--- config.mk ---
export PLATFORM = sky130hd
export DESIGN_NAME = fetch_queue
export DESIGN_NICKNAME = d
export VERILOG_FILES = /design/src/rtl/fetch_queue.sv
export SDC_FILE = /design/constraint.sdc
export NUM_CORES = 1
export LEC_CHECK = 0
export BUFFER_PORTS_ARGS = -buffer_cell sky130_fd_sc_hd__buf_2
export CAP_MARGIN = 25
export CORE_MARGIN = 1.5
export CORE_UTILIZATION = 30
export CTS_CLUSTER_SIZE = 16
export DETAILED_ROUTE_END_ITERATION = 6
export PLACE_DENSITY_LB_ADDON = 0.05
export SYNTH_ARGS = -nofsm -noshare
export SYNTH_HDL_FRONTEND = slang
export SYNTH_SLANG_ARGS = --single-unit
--- constraint.sdc ---
create_clock -name clk -period 18.44 [get_ports clk]
set_clock_uncertainty 0.05 [all_clocks]
set_input_delay 1.844 -clock clk [delete_from_list [all_inputs] [get_ports clk]]
set_output_delay 1.844 -clock clk [all_outputs]
set_load 0.01 [all_outputs]
--- src/rtl/fetch_queue.sv ---
// Instruction buffer between variable-length fetch and decode: a small circular
// FIFO of {inst, pc, next_pc, mode} with first-word-fall-through read and flush.
module fetch_queue #(
  parameter int DEPTH = 4,
  parameter int PTR_W = 2
) (
  input  logic             clk,
  input  logic             reset,
  input  logic             f_valid,
  input  logic [47:0]      f_inst,
  input  logic [31:0]      f_pc,
  input  logic [31:0]      f_next_pc,
  input  logic             f_mode,
  output logic             f_ready,
  input  logic             flush,
  output logic             d_valid,
  input  logic             d_ready,
  output logic [47:0]      d_inst,
  output logic [31:0]      d_pc,
  output logic [31:0]      d_next_pc,
  output logic             d_mode,
  output logic [PTR_W:0]   count
);

  typedef struct packed {
    logic [47:0] inst;
    logic [31:0] pc;
    logic [31:0] next_pc;
    logic        mode;
  } entry_t;

  localparam logic [PTR_W:0]   FULL_CNT = (PTR_W + 1)'(DEPTH);
  localparam logic [PTR_W:0]   CNT_ONE  = (PTR_W + 1)'(1);
  localparam logic [PTR_W-1:0] PTR_ONE  = PTR_W'(1);

  entry_t           mem_q [DEPTH];
  logic [PTR_W-1:0] wp_q, wp_d;
  logic [PTR_W-1:0] rp_q, rp_d;
  logic [PTR_W:0]   cnt_q, cnt_d;
  logic             push, pop;
  entry_t           head;

  // Handshake flags come from registered occupancy only, so there is no
  // combinational path from f_valid or d_ready to the ready/valid outputs.
  assign f_ready = (cnt_q != FULL_CNT);
  assign d_valid = (cnt_q != '0);
  assign push    = f_valid & f_ready & ~flush;
  assign pop     = d_valid & d_ready & ~flush;
  assign count   = cnt_q;

  assign head      = mem_q[rp_q];
  assign d_inst    = d_valid ? head.inst    : '0;
  assign d_pc      = d_valid ? head.pc      : '0;
  assign d_next_pc = d_valid ? head.next_pc : '0;
  assign d_mode    = d_valid ? head.mode    : 1'b0;

  always_comb begin
    // NOTE: every output of this block gets a default first, so no path leaves
    // a variable unassigned and no latch can be inferred.
    wp_d  = wp_q;
    rp_d  = rp_q;
    cnt_d = cnt_q;
    if (flush) begin
      wp_d  = '0;
      rp_d  = '0;
      cnt_d = '0;
    end else begin
      if (push) wp_d = wp_q + PTR_ONE;
      if (pop)  rp_d = rp_q + PTR_ONE;
      if (push && !pop)      cnt_d = cnt_q + CNT_ONE;
      else if (pop && !push) cnt_d = cnt_q - CNT_ONE;
    end
  end

  // NOTE: sequential state uses non-blocking assignments so every register
  // samples the pre-edge values regardless of statement order.
  always_ff @(posedge clk) begin
    if (reset) begin
      wp_q  <= '0;
      rp_q  <= '0;
      cnt_q <= '0;
    end else begin
      wp_q  <= wp_d;
      rp_q  <= rp_d;
      cnt_q <= cnt_d;
    end
  end

  // NOTE: storage is deliberately not reset; it is only observable through
  // d_*, which are forced to zero whenever the queue is empty.
  always_ff @(posedge clk) begin
    if (!reset && push) begin
      mem_q[wp_q] <= '{inst: f_inst, pc: f_pc, next_pc: f_next_pc, mode: f_mode};
    end
  end

endmodule

; ---- Yosys cells after proc, flatten, opt, wreduce, memory -nomap -nowiden
; Memories as Yosys holds them, arrays and structs flattened. A register that Yosys moved wholly into a read port is not among the register bits.
; Index checks and enable logic that the tools add are counted.
[op_classes]
n_addsub = 4
n_eq_ne = 1
mux = 10
bitwise = 5
reduce_logical = 9
[ops]
columns = op, count
row1 = two-way mux 32 bit, 2
row2 = two-way mux 48 bit, 1
row3 = two-way mux 3 bit, 2
row4 = "adder 2 x 1 -> 2 bit, second input constant", 2
row5 = bitwise AND 1 bit, 4
row6 = two-way mux 2 bit, 2
row7 = "adder 3 x 1 -> 3 bit, second input constant", 1
row8 = logical AND 1 bit, 3
row9 = logical NOT 1 bit, 3
row10 = two-way mux 1 bit, 3
row11 = "inequality test 3 bit, second input constant", 1
row12 = nonzero test 3 bit, 1
row13 = "subtractor 3 x 1 -> 3 bit, second input constant", 1
row14 = nonzero test 2 bit, 1
row15 = OR reduction 2 bit, 1
row16 = inverter 1 bit, 1
[word_totals]
reg_bits = 7
mem_bits_rw = 452
wordCells = 33
n_memories = 1
[memory_table]
columns = memory, depth, word_bits, read_ports, rd_ports_with_merged_regs, write_ports, line
row1 = mem_q, 4, 113, 1, 1, 1, 36  ; entry_t mem_q [DEPTH];

; ---- Logic depth before layout (Yosys ltp)
[logic_depth]
word_depth = 7
mapped_depth = 9

; ---- Worst setup path before layout
; Ideal clock, no wire load.
[synth_timing]
kind = input-to-reg
start = in flush
end = mem mem_q[0][0] in the netlist's numbering, enable pin
setup_time_ns = 0.747
arrival_ns = 10.388
path_slack_ns = 7.256
path_stages = 2
cell_sequence = nand3b_2 > nor3b_1
[synth_via]
elab_chain_len = 5
[synth_lines]
columns = item, line
row1 = start: declaration, 15  ; input logic flush,
row2 = inverter 1 bit, 47  ; assign push = f_valid & f_ready & ~flush;
row3 = bitwise AND 1 bit, 47
row4 = logical AND 1 bit, 92  ; if (!reset && push) begin
row5 = two-way mux 1 bit, 92
row6 = two-way mux 1 bit (implied by the code), 93  ; mem_q[wp_q] <= '{inst: f_inst, pc: f_pc, next_pc: f_next_pc, mode: f_mode};
row7 = end: declaration, 36
; Every way passes these cells.

==> Implementation_results.wiki <==
{| class="wikitable"
! Metric !! Value
|-
| Post-CTS Hold Buffers || 0
|-
| Clock edge transition at the registers on the reported setup and hold paths || 0.06 ns
|-
| Max-capacitance violation count || 0
|-
| DRC violation total after the first TritonRoute iteration || 535
|-
| Number of nets produced by synthesis || 892
|-
| Total wire length after detailed routing || 41.4 mm
|-
| Floorplan Core Area || 57800 µm²
|-
| Count of port buffers added during placement || 235
|-
| Time the final worst path needs with I/O delays and setup || 5.15 ns
|-
| DRC || 0
|-
| Leak || 7.14 nW
|-
| Data arrival time at the worst-slack endpoint || 3.26 ns
|-
| Residual antenna-violating net count after detailed routing || 0
|-
| Final nets || 1155
|-
| Maximum clock rate || 0.194 GHz
|-
| Layout-stage area growth over the synthesis result || 20.9%
|-
| Per-cell via count in the routed design || 4.52
|-
| Die outline height || 245 µm
|-
| Startpoint class of the critical path || flip-flop
|-
| Total overflow reported by the global router || 0
|-
| Count of distinct cell types in the synthesized netlist || 25
|-
| Combined global-route utilization of all metal layers || 13.8%
|-
| Final worst hold slack || 0.461 ns
|-
| Clock tree root buffer cell || sky130_fd_sc_hd__clkbuf_16
|-
| Worst supply voltage drop on vdd || 0.0902 mV
|-
| Setup repair after global routing missed its margin || false
|-
| Max FO, Critical Path || 37
|-
| Sequential-to-total area share from yosys stat || 78.3%
|-
| Synthesized netlist cell count || 768
|-
| Mean area per synthesized cell || 22.9 µm²
|-
| Cell area after synthesis || 17600 µm²
|-
| Worst Path Class, Setup || flip-flop to output port
|-
| Number of slew-limit violations in the final report || 0
|-
| Final weighted congestion of routability-driven global placement || 0.701
|-
| Required time worst endpoint || 16.55 ns
|-
| I/O pins || 236
|-
| Number of antenna violations at the first check in global routing || 12
|-
| Die width || 245 µm
|-
| Drt first pass iters || 5
|-
| Slew at the pin with the worst max-slew slack || 0.979 ns
|-
| Rows || 88
|-
| Ratio of total power to cell area || 107 nW/µm²
|-
| Ys Warns || 0
|-
| Initial core utilization || 30.4%
|-
| Outcome || finished clean
|-
| Synth Register Bits || 461
|-
| Buffers inserted by post-CTS timing repair || 0
|-
| DIE AREA || 60000 µm²
|-
| Gates resized, CTS repair || 0
|-
| Worst Hold Class || flip-flop to flip-flop
|-
| Sink count of the clock tree || 461
|-
| Worst-case clock buffer depth || 3
|-
| Detailed Place HPWL || 23.4 mm
|-
| Wire per inst || 22.6 µm
|-
| Final-report hold violation count || 0
|-
| H-tree depth || 2
|-
| Pin count of the biggest net entering global routing || 114
|-
| Final period utilization || 27.9%
|-
| Total of endpoints with negative setup slack in the final report || 0
|-
| First-pass GRT wire length || 60.3 mm
|-
| Source-to-sink clock delay at the later pin of the worst-skew pair || 0.57 ns
|-
| Relative max-transition margin || 34.7%
|-
| Number of clock buffers inserted by TritonCTS || 52
|-
| Number of global-route vias before repair || 8891
|-
| Total vias in the final route || 8292
|-
| Clock tree from TritonCTS || yes
|-
| Share of layout cells above drive strength 1 || 41.3%
|-
| CP endpoint kind || output port
|-
| Total negative slack for setup checks || 0 ns
|}
## worst max-delay path, stage by stage (launching register included)
cell                      delay, ns
sky130_fd_sc_hd__dfxtp_4       0.89
sky130_fd_sc_hd__buf_4         0.74
sky130_fd_sc_hd__mux4_2        0.66
sky130_fd_sc_hd__and2_1        0.19
sky130_fd_sc_hd__buf_2         0.14
## cell usage after synthesis
library cell / instances / area share, %
sky130_fd_sc_hd__nand2_1: 2 / 0.043
sky130_fd_sc_hd__clkbuf_1: 18 / 0.38
sky130_fd_sc_hd__o31ai_1: 1 / 0.043
sky130_fd_sc_hd__edfxtp_1: 452 / 77
sky130_fd_sc_hd__nand3b_2: 1 / 0.064
sky130_fd_sc_hd__mux2_2: 1 / 0.064
sky130_fd_sc_hd__mux2i_1: 2 / 0.11
sky130_fd_sc_hd__buf_6: 1 / 0.064
sky130_fd_sc_hd__nor2_1: 8 / 0.17
sky130_fd_sc_hd__o21ai_0: 1 / 0.028
sky130_fd_sc_hd__fa_1: 1 / 0.11
sky130_fd_sc_hd__buf_8: 8 / 0.68
sky130_fd_sc_hd__ha_1: 5 / 0.36
sky130_fd_sc_hd__o311ai_0: 1 / 0.050
sky130_fd_sc_hd__or3b_2: 1 / 0.050
sky130_fd_sc_hd__inv_1: 4 / 0.085
sky130_fd_sc_hd__or3_1: 2 / 0.071
sky130_fd_sc_hd__dfxtp_1: 9 / 1.0
sky130_fd_sc_hd__buf_2: 13 / 0.37
sky130_fd_sc_hd__mux4_2: 113 / 14
sky130_fd_sc_hd__and2_1: 113 / 4.0
sky130_fd_sc_hd__xor2_1: 4 / 0.20
sky130_fd_sc_hd__nor3b_1: 4 / 0.17
sky130_fd_sc_hd__a21oi_1: 1 / 0.028
sky130_fd_sc_hd__or2_2: 2 / 0.071
## sequential cells by signal, summed over array words and instances, names as in the netlist, named ones only
name / cells
mem_q: 452
wp_q: 2
count: 3
rp_q: 2
## through the flow
step                setup WS [ns]  cells  util [%]  area (µm²)  power [mW]
floorplan                    7.26    768         -       17600        1.25
finish                      13.29   1835      36.8       21200        2.26
global route                12.96   1831      36.7       21200        2.35
detailed placement          12.89   1740      33.9       19600        1.31
global placement            13.02   1739      33.9       19600        1.31
CTS                         12.96   1829      36.7       21200        2.31
## placed cells by master (no fill, tap or decap), drive strengths merged
cell type,instances
and2,113
or3b,1
mux2,1
xor2,4
o311ai,1
edfxtp,452
or2,2
buf,249
a21oi,1
or3,2
nor2,8
fa,1
bufinv,4
clkbuf,65
clkinvlp,2
nand2,2
o31ai,1
nand3b,1
mux4,113
diode,4
inv,7
dfxtp,9
nor3b,4
clkinv,15
mux2i,2
o21ai,1
ha,5
## where the power goes
group	leakage, nW	total, mW	internal, mW	switching, mW
logic	2.21	0.116	0.0490	0.0669
clock network	0.771	0.981	0.578	0.403
registers	4.16	1.17	1.16	0.00449
total	7.14	2.26	1.79	0.475
## layout make-up
| cell class | instances | area, µm² |
|---|---|---|
| timing repair buffer | 249 | 1340 |
| sequential | 461 | 13800 |
| fill | 5386 | 36600 |
| tap | 765 | 957 |
| clock buffer | 65 | 1370 |
| multi-input combinational | 263 | 3560 |
| clock inverter | 24 | 223 |
| inverter | 4 | 15.0 |
| antenna | 4 | 10.0 |
## cells by family after synthesis
| group | share of synthesized area [%] |
|---|---|
| and+or+nand+nor | 4.66 |
| buffers and inverters | 1.59 |
| muxes | 14.7 |
| DFF | 78.3 |
| AOI/OAI and AO/OA | 0.150 |
| adders and majority gates | 0.470 |
| xor gates and xnor gates | 0.199 |
## per-layer routing
layer  GRT usage (%)  share of wire [%]  wire, µm  vias to the layer above
met2            21.6                 47     19600                      206
li1                -                  -         -                     3665
met1            18.7                 44     18200                     4335
met4            4.18                2.1       870                       16
met3            3.77                6.2      2590                       70
met5               0               0.25       103                        -
## final timing paths
kind,from,to,slack [ns],cells after the start
min reg2reg,wp_q[1]$_SDFFE_PP0P_,wp_q[1]$_SDFFE_PP0P_,0.46,2
max,flip-flop,d_pc[15],13.29,4
min,wp_q[1]$_SDFFE_PP0P_,wp_q[1]$_SDFFE_PP0P_,0.46,2
max reg2reg,count[0]$_SDFFE_PP0P_,mem_q[1][62]$_DFFE_PP_,15.25,5
Note: power is estimated with default switching activity, not from simulation.
